===== src/rtl/fetch_stage.sv =====
// Instruction-fetch stage: PC register, next-PC select and the IF/ID pipeline register.
// Redirects squash the wrong-path fetch with a bubble; stalls freeze the whole stage.
module fetch_stage #(
    parameter int unsigned                DBITS          = 32,
    parameter int unsigned                INST_BIT_WIDTH = 32,
    parameter int unsigned                IMEM_ADDR_BITS = 11,
    parameter logic [DBITS-1:0]           START_PC       = 32'h0000_0040,
    parameter logic [INST_BIT_WIDTH-1:0]  BUBBLE_INST    = 32'hF000_0000
) (
    input  logic                      clk,
    input  logic                      reset,
    output logic [IMEM_ADDR_BITS-1:0] imemAddr,
    input  logic [INST_BIT_WIDTH-1:0] imemData,
    input  logic                      stall,
    input  logic [1:0]                pcSel,
    input  logic [DBITS-1:0]          brTarget,
    input  logic [DBITS-1:0]          jmpTarget,
    output logic [DBITS-1:0]          pc,
    output logic [INST_BIT_WIDTH-1:0] instOut,
    output logic [DBITS-1:0]          pcPlus4Out,
    output logic                      validOut,
    output logic [31:0]               fetchCount
);

    localparam logic [1:0] SEL_BRANCH = 2'b01;
    localparam logic [1:0] SEL_JAL    = 2'b10;

    logic [DBITS-1:0]          pc_plus4;
    logic [DBITS-1:0]          pc_next;
    logic [INST_BIT_WIDTH-1:0] inst_next;
    logic [DBITS-1:0]          pc_plus4_next;
    logic                      valid_next;
    logic [31:0]               count_next;

    assign pc_plus4 = pc + DBITS'(4);
    assign imemAddr = pc[IMEM_ADDR_BITS+1:2];

    // Next-state select: redirect beats stall, stall beats sequential.
    always_comb begin
        pc_next       = pc;
        inst_next     = instOut;
        pc_plus4_next = pcPlus4Out;
        valid_next    = validOut;
        count_next    = fetchCount;
        case (pcSel)
            SEL_BRANCH, SEL_JAL: begin
                pc_next       = (pcSel == SEL_BRANCH) ? {brTarget[DBITS-1:2], 2'b00}
                                                      : {jmpTarget[DBITS-1:2], 2'b00};
                inst_next     = BUBBLE_INST;
                pc_plus4_next = '0;
                valid_next    = 1'b0;
            end
            default: begin
                if (!stall) begin
                    pc_next       = pc_plus4;
                    inst_next     = imemData;
                    pc_plus4_next = pc_plus4;
                    valid_next    = 1'b1;
                    count_next    = fetchCount + 32'd1;
                end
            end
        endcase
    end

    always_ff @(posedge clk or posedge reset) begin
        if (reset) begin
            pc         <= START_PC;
            instOut    <= BUBBLE_INST;
            pcPlus4Out <= '0;
            validOut   <= 1'b0;
            fetchCount <= '0;
        end else begin
            pc         <= pc_next;
            instOut    <= inst_next;
            pcPlus4Out <= pc_plus4_next;
            validOut   <= valid_next;
            fetchCount <= count_next;
        end
    end

endmodule


===== config.mk =====
export PLATFORM = sky130hd
export DESIGN_NAME = fetch_stage
export DESIGN_NICKNAME = d
export VERILOG_FILES = /design/src/rtl/fetch_stage.sv
export SDC_FILE = /design/constraint.sdc
export NUM_CORES = 1
export LEC_CHECK = 0
export CORE_MARGIN = 2
export CORE_UTILIZATION = 50
export CTS_BUF_LIST = sky130_fd_sc_hd__clkbuf_4
export DETAILED_ROUTE_END_ITERATION = 7
export PLACE_DENSITY = 0.88
export SLEW_MARGIN = 20
export SYNTH_ARGS = -nofsm -noshare
export SYNTH_HDL_FRONTEND = slang
export SYNTH_SLANG_ARGS = --single-unit

===== constraint.sdc =====
create_clock -name clk -period 11.8 [get_ports clk]
set_input_delay 2.36 -clock clk [delete_from_list [all_inputs] [get_ports clk]]
set_output_delay 2.36 -clock clk [all_outputs]
set_load 0.1 [all_outputs]

==> flow_metrics.env <==
export IMPL_path_cells="clkdlybuf4s50_1"
export IMPL_slew_violations=0
export IMPL_die_h_um=120
export IMPL_wl_um=18900
export IMPL_worst_pin_slew_ns=1.04
export IMPL_finalSetupViolCount=0
export IMPL_num_vias=6161
export IMPL_synthesis_area_um2=6720
export IMPL_netlist_instances=671
export IMPL_ys_warn_count=0
export IMPL_min_delay_path_class="reg -> reg"
export IMPL_cp_arrival_ns=2.35
export IMPL_endpoint_kind="output pin"
export IMPL_r2r_start="pc[2]"
export IMPL_dp_slack_ns=6.63
export IMPL_grt_antenna_before_repair=1
export IMPL_cp_start_kind="flop"
export IMPL_grt_pass1_wl_um=30500
export IMPL_hold_start="fetchCount[31]"
export IMPL_design_core_area_um2=13200
export IMPL_post_route_period_util=0.399
export IMPL_clockRootBuffer="clkbuf_4"
export IMPL_ctsLongestPathBuffers=2
export IMPL_rsz0062_at_grt="false"
export IMPL_io_pins=241
export IMPL_crit_slowest_cell="clkdlybuf4s50_1"
export IMPL_cts_resized=0
export IMPL_syn_avg_cell_area_um2=10.0
export IMPL_ant_nets=0
export IMPL_critPathMaxStageDelay_ns=1.23
export IMPL_syn_to_final_growth_pct=38.1
export IMPL_p_sw_uw=776
export IMPL_r2r_end="pc[28]"
export IMPL_swShare=0.486
export IMPL_yosysUniqueCellTypes=49
export IMPL_cts_hold_buf=0
export IMPL_place_congestion=0.833
export IMPL_synth_seq_cells=125
export IMPL_hold_violations=0
export IMPL_drt_iter0_markers=516
export IMPL_cp_num_buf_inv=1
export IMPL_pwr_share_comb=0.465
export IMPL_dpl_cell_area_um2=8980
export IMPL_seqPwrFrac=0.343
export IMPL_first_global_vias=5931
export IMPL_wl_per_cell_um=18.0
export IMPL_htreeDepth=4
export IMPL_final_util=0.703
export IMPL_ys_flop_type="dfrtp_1"
export IMPL_first_pass_iters=5
export IMPL_design_area_um2=9270
export IMPL_min_path_cells=1
export IMPL_fin_hold_ws_ns=0.476
export IMPL_fill_cells=1001
export IMPL_power_leakage_nw=3.79
export IMPL_drive_gt1_frac=0.0550
export IMPL_status="complete, no violations"
export IMPL_worstPathMaxFanout=10
export IMPL_die_area_um2=14400
export IMPL_worstPathRequired_ns=9.44
export IMPL_pwr_share_clk=0.192
export IMPL_drc=0
export IMPL_criticalPathCategory="reg -> out"
export IMPL_cts_buffers_inserted=17
export IMPL_track_usage=0.266
export IMPL_intPower_uw=820
export IMPL_ff2ff_setup_slack_ns=9.31
export IMPL_path_delay_family="buffers and inverters"
export IMPL_grt_max_degree=125
export IMPL_cts_num_sinks=125
export IMPL_min_period_ns=4.71
export IMPL_grt_overflow=0
export IMPL_cts_tree="done"
export IMPL_finalNetCount=964
export IMPL_async_reset_ff_frac=1.00
export IMPL_insertion_delay_ns=0.52
export IMPL_num_rows=42
export IMPL_vias_per_cell=5.87
export IMPL_finalPower_mw=1.60
export IMPL_stdcell_count=1050
export IMPL_ys_seq_area_frac=0.467
export IMPL_power_density_nw_per_um2=172
export IMPL_synth_area_leader_cell="dfrtp_1"
export IMPL_relSlewSlack=0.304
export IMPL_fp_dieW_um=120
export IMPL_fin_worst_skew_ns=0.0161
export IMPL_hold_path_end="fetchCount[31]"
export IMPL_synth_edf_count=0
export IMPL_max_vdd_ir_drop_uv=69.2
export IMPL_initial_core_util=0.509
export IMPL_synth_top_area_frac=0.447
export IMPL_synth_area_leaders="dfrtp_1, mux2i_1, nor2b_1, xor2_1, xnor2_1"
export IMPL_worst_slack_ns=7.09
export IMPL_placedCellCount=1017
export IMPL_postCtsSetupBuffers=0
export IMPL_drv_cap=0
export IMPL_fmax_ghz=0.212
export IMPL_dp_hpwl_um=13200
export IMPL_fin_tns_setup_ns=0
export IMPL_clkSlewWorstSetupHoldPaths_ns=0.11
export IMPL_reg2reg_depth=5
export IMPL_io_buffers=232
[cell families after synthesis]
family	after synthesis	share of synthesized area
fa+ha+maj	3	0.00559
xor+xnor	53	0.0691
buf+inv	78	0.0548
other cells	1	0.000558
flops	125	0.467
mux	36	0.0538
compound gates	139	0.138
simple gates	236	0.212
[layer usage]
metal,vias up,GRT usage,part of all wire
li1,2824,-,-
met1,2999,0.336,0.40
met2,286,0.434,0.50
met3,52,0.0561,0.066
met4,0,0.134,0.033
met5,-,0,0
[power by group through the flow]
| stage | Combinational, mW | Sequential, mW | Clock, mW |
|---|---|---|---|
| final | 0.742 | 0.547 | 0.307 |
| after global routing | 0.768 | 0.557 | 0.331 |
| after CTS | 0.744 | 0.546 | 0.314 |
| after detailed placement | 0.742 | 0.553 | 0 |
| after global placement | 0.732 | 0.548 | 0 |
| after floorplan | 0.209 | 0.897 | 0 |
[synthesized netlist by cell type (2+ instances only)]
| cell type | n |
|---|---|
| o21ai_0 | 28 |
| o41ai_1 | 2 |
| xor2_1 | 28 |
| nor2b_1 | 56 |
| nand4_1 | 14 |
| nor4b_1 | 3 |
| nand4_4 | 2 |
| o211a_1 | 6 |
| or4_1 | 23 |
| dfstp_2 | 5 |
| mux2i_1 | 35 |
| and3_1 | 5 |
| buf_2 | 11 |
| nand4b_1 | 3 |
| ha_1 | 3 |
| dfrtp_1 | 120 |
| a211oi_1 | 27 |
| a31oi_1 | 30 |
| nand3_1 | 19 |
| nand2_1 | 37 |
| xnor2_1 | 25 |
| nor3_1 | 17 |
| or3_1 | 8 |
| o21a_1 | 5 |
| buf_4 | 16 |
| and4_1 | 10 |
| nor4_1 | 12 |
| o311a_1 | 2 |
| a21oi_1 | 15 |
| nand2b_1 | 9 |
| buf_1 | 6 |
| and2_1 | 2 |
| clkbuf_1 | 36 |
| inv_1 | 8 |
| nor2_1 | 10 |
| o31ai_1 | 20 |
[sequential cells by signal (all words and copies together), names as in the netlist]
register	flops
fetchCount	32
instOut	32
pc	30
pcPlus4Out	30
validOut	1
[worst max-delay path by stage]
stage / startpoint / to / slack [ns] / depth (start not counted)
after floorplan: reset / fetchCount[0] / 6.12 / 1
after global placement: pcSel[1] / fetchCount[31] / 6.82 / 7
after detailed placement: pcSel[1] / fetchCount[19] / 6.63 / 7
after CTS: pc[11] / imemAddr[9] / 7.05 / 1
after global routing: pcSel[1] / fetchCount[31] / 6.94 / 7
final: pc[18] / pc[18] / 7.09 / 1
[cell usage in the layout, fill, tap and decap left out, drive strengths merged, types with 6 or more instances in the layout]
cell and n:
clkinv 7, nand4 16, a21oi 15, a211oi 27
nand3 19, and4 10, inv 8, clkbuf 22
mux2i 35, or4 24, nor2b 56, nand2 37
dfrtp 120, nor4 12, a31oi 30, nor3 17
nor2 10, buf 6, clkdlybuf4s50 231, o211a 6
o31ai 20, o21ai 28, nand2b 9, xor2 28
or3 8, xnor2 25
[final cells by class]
type | instances | area, um^2 | share of cell area
multi-input cells | 471 | 3240 | 0.349
repair buffers | 237 | 2360 | 0.254
flip-flops and latches | 125 | 3130 | 0.338
clock inverters | 10 | 121 | 0.0131
well taps | 176 | 220 | 0.0237
diodes | 1 | 2.50 | 0.000270
clock buffers | 22 | 165 | 0.0178
inverters | 8 | 32.5 | 0.00351
Note: power is estimated with default switching activity, not from simulation.
